File: src/rtl/operand_sweeper_pkg.sv
// Shared types and constants for the operand sweeper.
package operand_sweeper_pkg;

   localparam int DEF_WIDTH = 5;
   localparam int CNT_W     = 2 * DEF_WIDTH;
   localparam int PAIRS     = 1 << CNT_W;

   typedef logic [CNT_W-1:0] count_t;

   typedef enum logic [1:0] {
      ST_IDLE = 2'd0,
      ST_RUN  = 2'd1,
      ST_WAIT = 2'd2,
      ST_DONE = 2'd3
   } state_e;

endpackage

File: src/rtl/operand_sweeper_if.sv
// Control and operand bus between the sweeper and the unit under sweep.
interface operand_sweeper_if
   import operand_sweeper_pkg::*;
#(
   parameter int WIDTH = DEF_WIDTH
);
   logic                 start;
   logic                 abort;
   logic                 step;
   logic                 single;
   logic                 ready;
   logic [WIDTH-1:0]     a;
   logic [WIDTH-1:0]     b;
   logic                 valid;
   logic                 last;
   logic [2*WIDTH-1:0]   count;
   logic                 busy;
   logic                 done;

   // The sweeper side: takes control, produces operands and status.
   modport master (
      input  start, abort, step, single, ready,
      output a, b, valid, last, count, busy, done
   );

   // The consumer / controller side.
   modport slave (
      output start, abort, step, single, ready,
      input  a, b, valid, last, count, busy, done
   );
endinterface

File: src/rtl/operand_sweeper.sv
// Exhaustive (a, b) operand generator with valid/ready handshake and an
// optional single-step pacing mode.
module operand_sweeper
   import operand_sweeper_pkg::*;
#(
   parameter int WIDTH        = DEF_WIDTH,
   parameter int STEP_MODE_EN = 1
) (
   input  logic               clk,
   input  logic               rst_n,
   operand_sweeper_if.master  bus
);

   localparam int              CW      = 2 * WIDTH;
   localparam logic [CW-1:0]   CNT_MAX = '1;

   state_e          state_q;
   logic [CW-1:0]   count_q;
   logic            single_q;

   // Sweep FSM: abort beats start beats transfer; the counter only moves on
   // an accepted pair and never wraps inside a sweep.
   always_ff @(posedge clk or negedge rst_n) begin
      if (!rst_n) begin
         state_q  <= ST_IDLE;
         count_q  <= '0;
         single_q <= 1'b0;
      end else if (bus.abort) begin
         state_q  <= ST_IDLE;
         count_q  <= '0;
      end else begin
         case (state_q)
            ST_IDLE, ST_DONE: begin
               if (bus.start) begin
                  state_q  <= ST_RUN;
                  count_q  <= '0;
                  single_q <= (STEP_MODE_EN != 0) && bus.single;
               end
            end
            ST_RUN: begin
               if (bus.ready) begin
                  if (count_q == CNT_MAX) begin
                     state_q <= ST_DONE;
                  end else begin
                     count_q <= count_q + 1'b1;
                     state_q <= single_q ? ST_WAIT : ST_RUN;
                  end
               end
            end
            ST_WAIT: begin
               if (bus.step) state_q <= ST_RUN;
            end
            default: state_q <= ST_IDLE;
         endcase
      end
   end

   // Outputs are pure decodes of the registered state and counter.
   assign bus.valid = (state_q == ST_RUN);
   assign bus.busy  = (state_q == ST_RUN) || (state_q == ST_WAIT);
   assign bus.done  = (state_q == ST_DONE);
   assign bus.last  = (state_q == ST_RUN) && (count_q == CNT_MAX);
   assign bus.count = count_q;
   assign bus.a     = count_q[WIDTH-1:0];
   assign bus.b     = count_q[CW-1:WIDTH];

endmodule

File: src/flat_wrapper.sv
// flat-port wrapper written by rule: the top's interface ports become plain ports
module operand_sweeper_flat import operand_sweeper_pkg::*;
#(
   parameter int WIDTH        = DEF_WIDTH,
   parameter int STEP_MODE_EN = 1
)
  (clk, rst_n, bus_start, bus_abort, bus_step, bus_single, bus_ready, bus_a, bus_b, bus_valid, bus_last, bus_count, bus_busy, bus_done);
  operand_sweeper_if #(.WIDTH(WIDTH)) bus_i ();
  input  logic clk;
  input  logic rst_n;
  input wire logic [$bits(bus_i.start)-1:0] bus_start;
  input wire logic [$bits(bus_i.abort)-1:0] bus_abort;
  input wire logic [$bits(bus_i.step)-1:0] bus_step;
  input wire logic [$bits(bus_i.single)-1:0] bus_single;
  input wire logic [$bits(bus_i.ready)-1:0] bus_ready;
  output wire logic [$bits(bus_i.a)-1:0] bus_a;
  output wire logic [$bits(bus_i.b)-1:0] bus_b;
  output wire logic [$bits(bus_i.valid)-1:0] bus_valid;
  output wire logic [$bits(bus_i.last)-1:0] bus_last;
  output wire logic [$bits(bus_i.count)-1:0] bus_count;
  output wire logic [$bits(bus_i.busy)-1:0] bus_busy;
  output wire logic [$bits(bus_i.done)-1:0] bus_done;
  assign bus_i.start = bus_start;
  assign bus_i.abort = bus_abort;
  assign bus_i.step = bus_step;
  assign bus_i.single = bus_single;
  assign bus_i.ready = bus_ready;
  assign bus_a = bus_i.a;
  assign bus_b = bus_i.b;
  assign bus_valid = bus_i.valid;
  assign bus_last = bus_i.last;
  assign bus_count = bus_i.count;
  assign bus_busy = bus_i.busy;
  assign bus_done = bus_i.done;
  operand_sweeper #(.WIDTH(WIDTH), .STEP_MODE_EN(STEP_MODE_EN)) u_core (.clk(clk), .rst_n(rst_n), .bus(bus_i));
endmodule
File: config.mk
export PLATFORM = sky130hd
export DESIGN_NAME = operand_sweeper_flat
export DESIGN_NICKNAME = d
export VERILOG_FILES = /design/src/rtl/operand_sweeper_pkg.sv /design/src/rtl/operand_sweeper_if.sv /design/src/rtl/operand_sweeper.sv /design/src/flat_wrapper.sv
export SDC_FILE = /design/constraint.sdc
export NUM_CORES = 1
export LEC_CHECK = 0
export ABC_AREA = 1
export CORE_UTILIZATION = 40
export DETAILED_ROUTE_END_ITERATION = 12
export GPL_TIMING_DRIVEN = 0
export MAX_ROUTING_LAYER = met4
export PLACE_DENSITY = 0.7
export SLEW_MARGIN = 15
export SYNTH_ARGS = -nofsm -noshare
export SYNTH_HDL_FRONTEND = slang
export SYNTH_SLANG_ARGS = --single-unit
File: constraint.sdc
create_clock -name clk -period 1.5 [get_ports clk]
set_input_delay 0.3 -clock clk [delete_from_list [all_inputs] [get_ports clk]]
set_output_delay 0.3 -clock clk [all_outputs]
set_load 0.05 [all_outputs]
Word-level counts from Yosys, hierarchy flattened
Cells that the tools add are included.
Storage, ports and cells
  register bits: 13
  bits in latches: 0
  input bits: 7
  output and inout bits: 24
  word-level logic and storage cells: 33
  bits in writable memories: 0
  memories kept: 0
  ROM bits: 0
Cells by class
  div/mod/pow operators: 0
  bitwise gates (word level): 1
  shifts and indexed selects: 0
  $mul: 0
  multiplexer cells: 12
  equal/unequal tests: 8
  order comparisons: 0
  reduce and logical (&&, ||, !) cells: 8
  $add $sub $neg: 1
Operators with widths (number)
  $mux W10: 4
  $pmux W10 S2: 1
  $mux W2: 6
  $ne A3 B3 Y1 const B: 4
  $add A10 B1 Y10 const B: 1
  $eq A10 B10 Y1 const B: 1
  $pmux W2 S3: 1
  $reduce_and A3 Y1: 2
  $eq A2 B2 Y1 const B: 2
  $reduce_and A4 Y1: 1
  $reduce_bool A3 Y1: 1
  $eq A2 B1 Y1 const B: 1
  $logic_not A2 Y1: 1
  $reduce_or A2 Y1: 1
  $logic_and A1 B1 Y1: 1
  $logic_or A1 B1 Y1: 1
  $not A1 Y1: 1

Logic depth before layout (Yosys ltp)
  depth after elaboration: 5
  depth in mapped cells: 9
  mapped depth without buffers: 9

Worst setup path before layout
Ideal clock, no wire load.
  path type: reg2out
  from: register u_core.count_q[0], in the netlist u_core.bus.count[0]
  to: output port bus_last
  path buffers: 0
  stages on the path, launching flop included: 6
  data required time: 1200 ps
  arrival time: 1665 ps
  setup slack: -465 ps
  path through: dfrtp_1 > ha_1 > nand2_2 > nor2_4 > nand4_2 > inv_1
On the way
  word-level cells in the longest chain between the ends: 2
Ends and longest elaborated chain
  start, declared: RTL line operand_sweeper.sv:18  | logic [CW-1:0] count_q;
  start signal, assigned: RTL line operand_sweeper.sv:45  | count_q <= count_q + 1'b1;
  $eq A10 B10 Y1: RTL line operand_sweeper.sv:62  | assign bus.last = (state_q == ST_RUN) && (count_q == CNT_MAX);
  $logic_and A1 B1 Y1: RTL line operand_sweeper.sv:62
  end, declared: RTL line flat_wrapper.sv:19  | output wire logic [$bits(bus_i.last)-1:0] bus_last;
Every way passes these cells.

Final worst setup path
  from: register u_core.count_q[1], in the netlist u_core.bus.count[1]
  to: output port bus_last
The elaborated chain is that of the path after synthesis.

==> results.ini <==
[placement]
gp_congestion = 0.849
placed_cells = 200
port_buffers = 30
placed_cell_area_um2 = 1450
dp_hpwl_um = 1730
dp_slack_ns = -0.628

[cts]
clock_latency_ns = 0.27
cts_buffer_depth = 2
cts_buffers = 3
root_buffer = clkbuf_4
cts_tree = done
clk_pin_slew_ns = 0.08
clock-sinks = 13
h-tree-depth = 1

[pwr]
p_per_area_nw_per_um2 = 1270
total_power_mw = 2.10
peakVddDrop_mv = 1.37
leakage_nw = 0.798

[finish]
fin_nets = 203
mostFrequentLayoutCells = 37 x nand2_1, 26 x buf_4, 16 x nor2_1
stdcell_area_um2 = 1650
final_common_cell = nand2_1
instances_no_fill = 221
fill_cells = 231
drive_above_1_share_pct = 50.8
syn_to_final_growth_pct = 58.5
fin_util_pct = 66.5
antenna_cells_inserted = 0

[run_status]
violations = setup timing
status = finished, violations left

[synth]
synthFlopType = dfrtp_1
avgSynthCellArea_um2 = 7.43
synth.net_count = 151
synth.area.mux_share_pct = 0
synth.distinct_cells = 22
synth_cells = 140
synthXorXnorAreaFrac_pct = 0
synth-edff-count = 0
async_flop_share_pct = 100
yosysWarnings = 0
synth_simple_gate_area_share_pct = 42.5
synth_compound_area_share_pct = 6.62
ys_ff_latch = 13
synth_adder_area_share_pct = 4.81
synth_area_um2 = 1040
synth_top_family_by_area = simple AND/OR/NAND/NOR gates
ys_seq_area_share_pct = 31.3

[route]
drt_wl_total_um = 2730
drt-initial-drc-count = 14
drtAntennaViolNets = 0
drt_first_pass_iters = 4
remaining_drc_errors = 0
wl_per_cell_um = 12.3
vias = 1077
via_per_inst = 4.87

[die]
core_um2 = 2480
placementRows = 18
die_area_um2 = 2810
start_util_pct = 42.0
die_h_um = 53.0
io_pins = 31
die_x_um = 53.0

[global_route]
grt_max_degree = 14
grt_antenna_before_repair = 0
grt-ovfl-total = 0
grt_pass1_wl_um = 3950
grt_pass1_vias = 926
track_usage_pct = 19.9

[setup_path]
critPathKind = reg -> out
cp.arrival_ns = 1.34
cp.required_ns = 1.20
endpoint_kind = output pin
path_max_fanout = 3
crit_path_start_kind = flop

[sta]
tightestPinTransition_ns = 0.658
setup_viol = 15
finalCritPeriodShare_pct = 109
setup_ws_ns = -0.140
period_minus_slack_ns = 1.64
report.final.slew_viol_count = 0
rsz0062_at_grt = yes
hold_viol_final = 0
maxSlewHeadroom_pct = 56.0
fmax_mhz = 610
finClkSkew_ns = 0.00192

[worst_hold_path]
min-delay-path-class = in -> async

[run]
cap_violations = 0

[critical path: stages, from the launching register on]
cell and delay [ns]:
dfrtp_2 0.40, ha_4 0.15, nand2_4 0.06, nor2_4 0.12, nand4_4 0.11, clkinvlp_4 0.10
buf_8 0.14
[worst paths after layout]
check / start / end / slack [ns] / depth (start not counted)
setup / recovery: u_core.bus.count[1] / bus_last / -0.14 / 6
hold / removal: rst_n / u_core.bus.count[6] / 0.42 / 1
setup reg to reg: u_core.state_q[1] / u_core.bus.count[6] / -0.05 / 9
hold reg to reg: u_core.single_q / u_core.single_q / 0.55 / 2
max in group asynchronous: rst_n / u_core.state_q[0] / 0.62 / 1
min in group clk: u_core.single_q / u_core.single_q / 0.55 / 2
[state kept, by name, summed over array words and instances (netlist names)]
register	flops
u_core.bus.count	10
u_core.single_q	1
u_core.state_q	2
[power breakdown]
part / switching [mW] / internal, mW / total [mW] / leakage (nW)
registers: 0.0554 / 0.404 / 0.460 / 0.160
clock network: 0.121 / 0.103 / 0.224 / 0.0150
logic: 0.819 / 0.593 / 1.41 / 0.624
[synthesized netlist by cell type (2+ instances only)]
library cell,instances,share of area (%)
a21oi_1,6,2.9
buf_4,10,7.2
buf_6,2,2.2
dfrtp_1,13,31
ha_1,4,4.8
inv_1,14,5.1
nand2_1,39,14
nand2_2,3,1.8
nand2_4,2,2.2
nand3_1,8,3.9
nand3_2,9,8.7
nand4_1,2,1.2
nor2_1,16,5.8
nor2_4,2,2.2
o21ai_0,3,1.4
[routing by layer]
layer  GRT usage (%)  share of wire (%)  vias to the layer above
li1                -                  -                      539
met1            22.0                 41                      506
met2            36.5                 53                       26
met3            2.59                3.9                        6
met4            6.58                1.7                        0
met5               -                  0                        -
[layout make-up]
type                       count  area [µm²]  share of cell area, %
timing repair buffer          47         418                   25.4
clock buffer                   4        26.3                   1.59
sequential                    13         338                   20.5
multi-input combinational    100         652                   39.6
tap                           30        37.5                   2.28
inverter                      15        66.3                   4.02
buffer                        12         110                   6.68
[what timing repair did]
action / in CTS / in global routing
setup buffers: 4 / 12
setup endpoints to repair: 34 / 26
hold buffers: 0 / 0
pin swaps: 1 / 6
hold endpoints to repair: 0 / 0
gates cloned: 0 / 1
resized for setup: 97 / 42
[metrics by stage]
step	setup TNS (ns)	hold WS, ns
floorplan	-1.15	0.00441
global placement	-5.26	0.533
detailed placement	-5.65	0.537
CTS	-1.13	0.422
global route	-1.49	0.446
finish	-0.552	0.423
[cells by family after synthesis]
kind of cell,after synthesis
adders and majority gates,4
buffers and inverters,27
AOI/OAI and AO/OA,12
DFF,13
and+or+nand+nor,84
No activity file was read; power rests on OpenSTA's default activity.
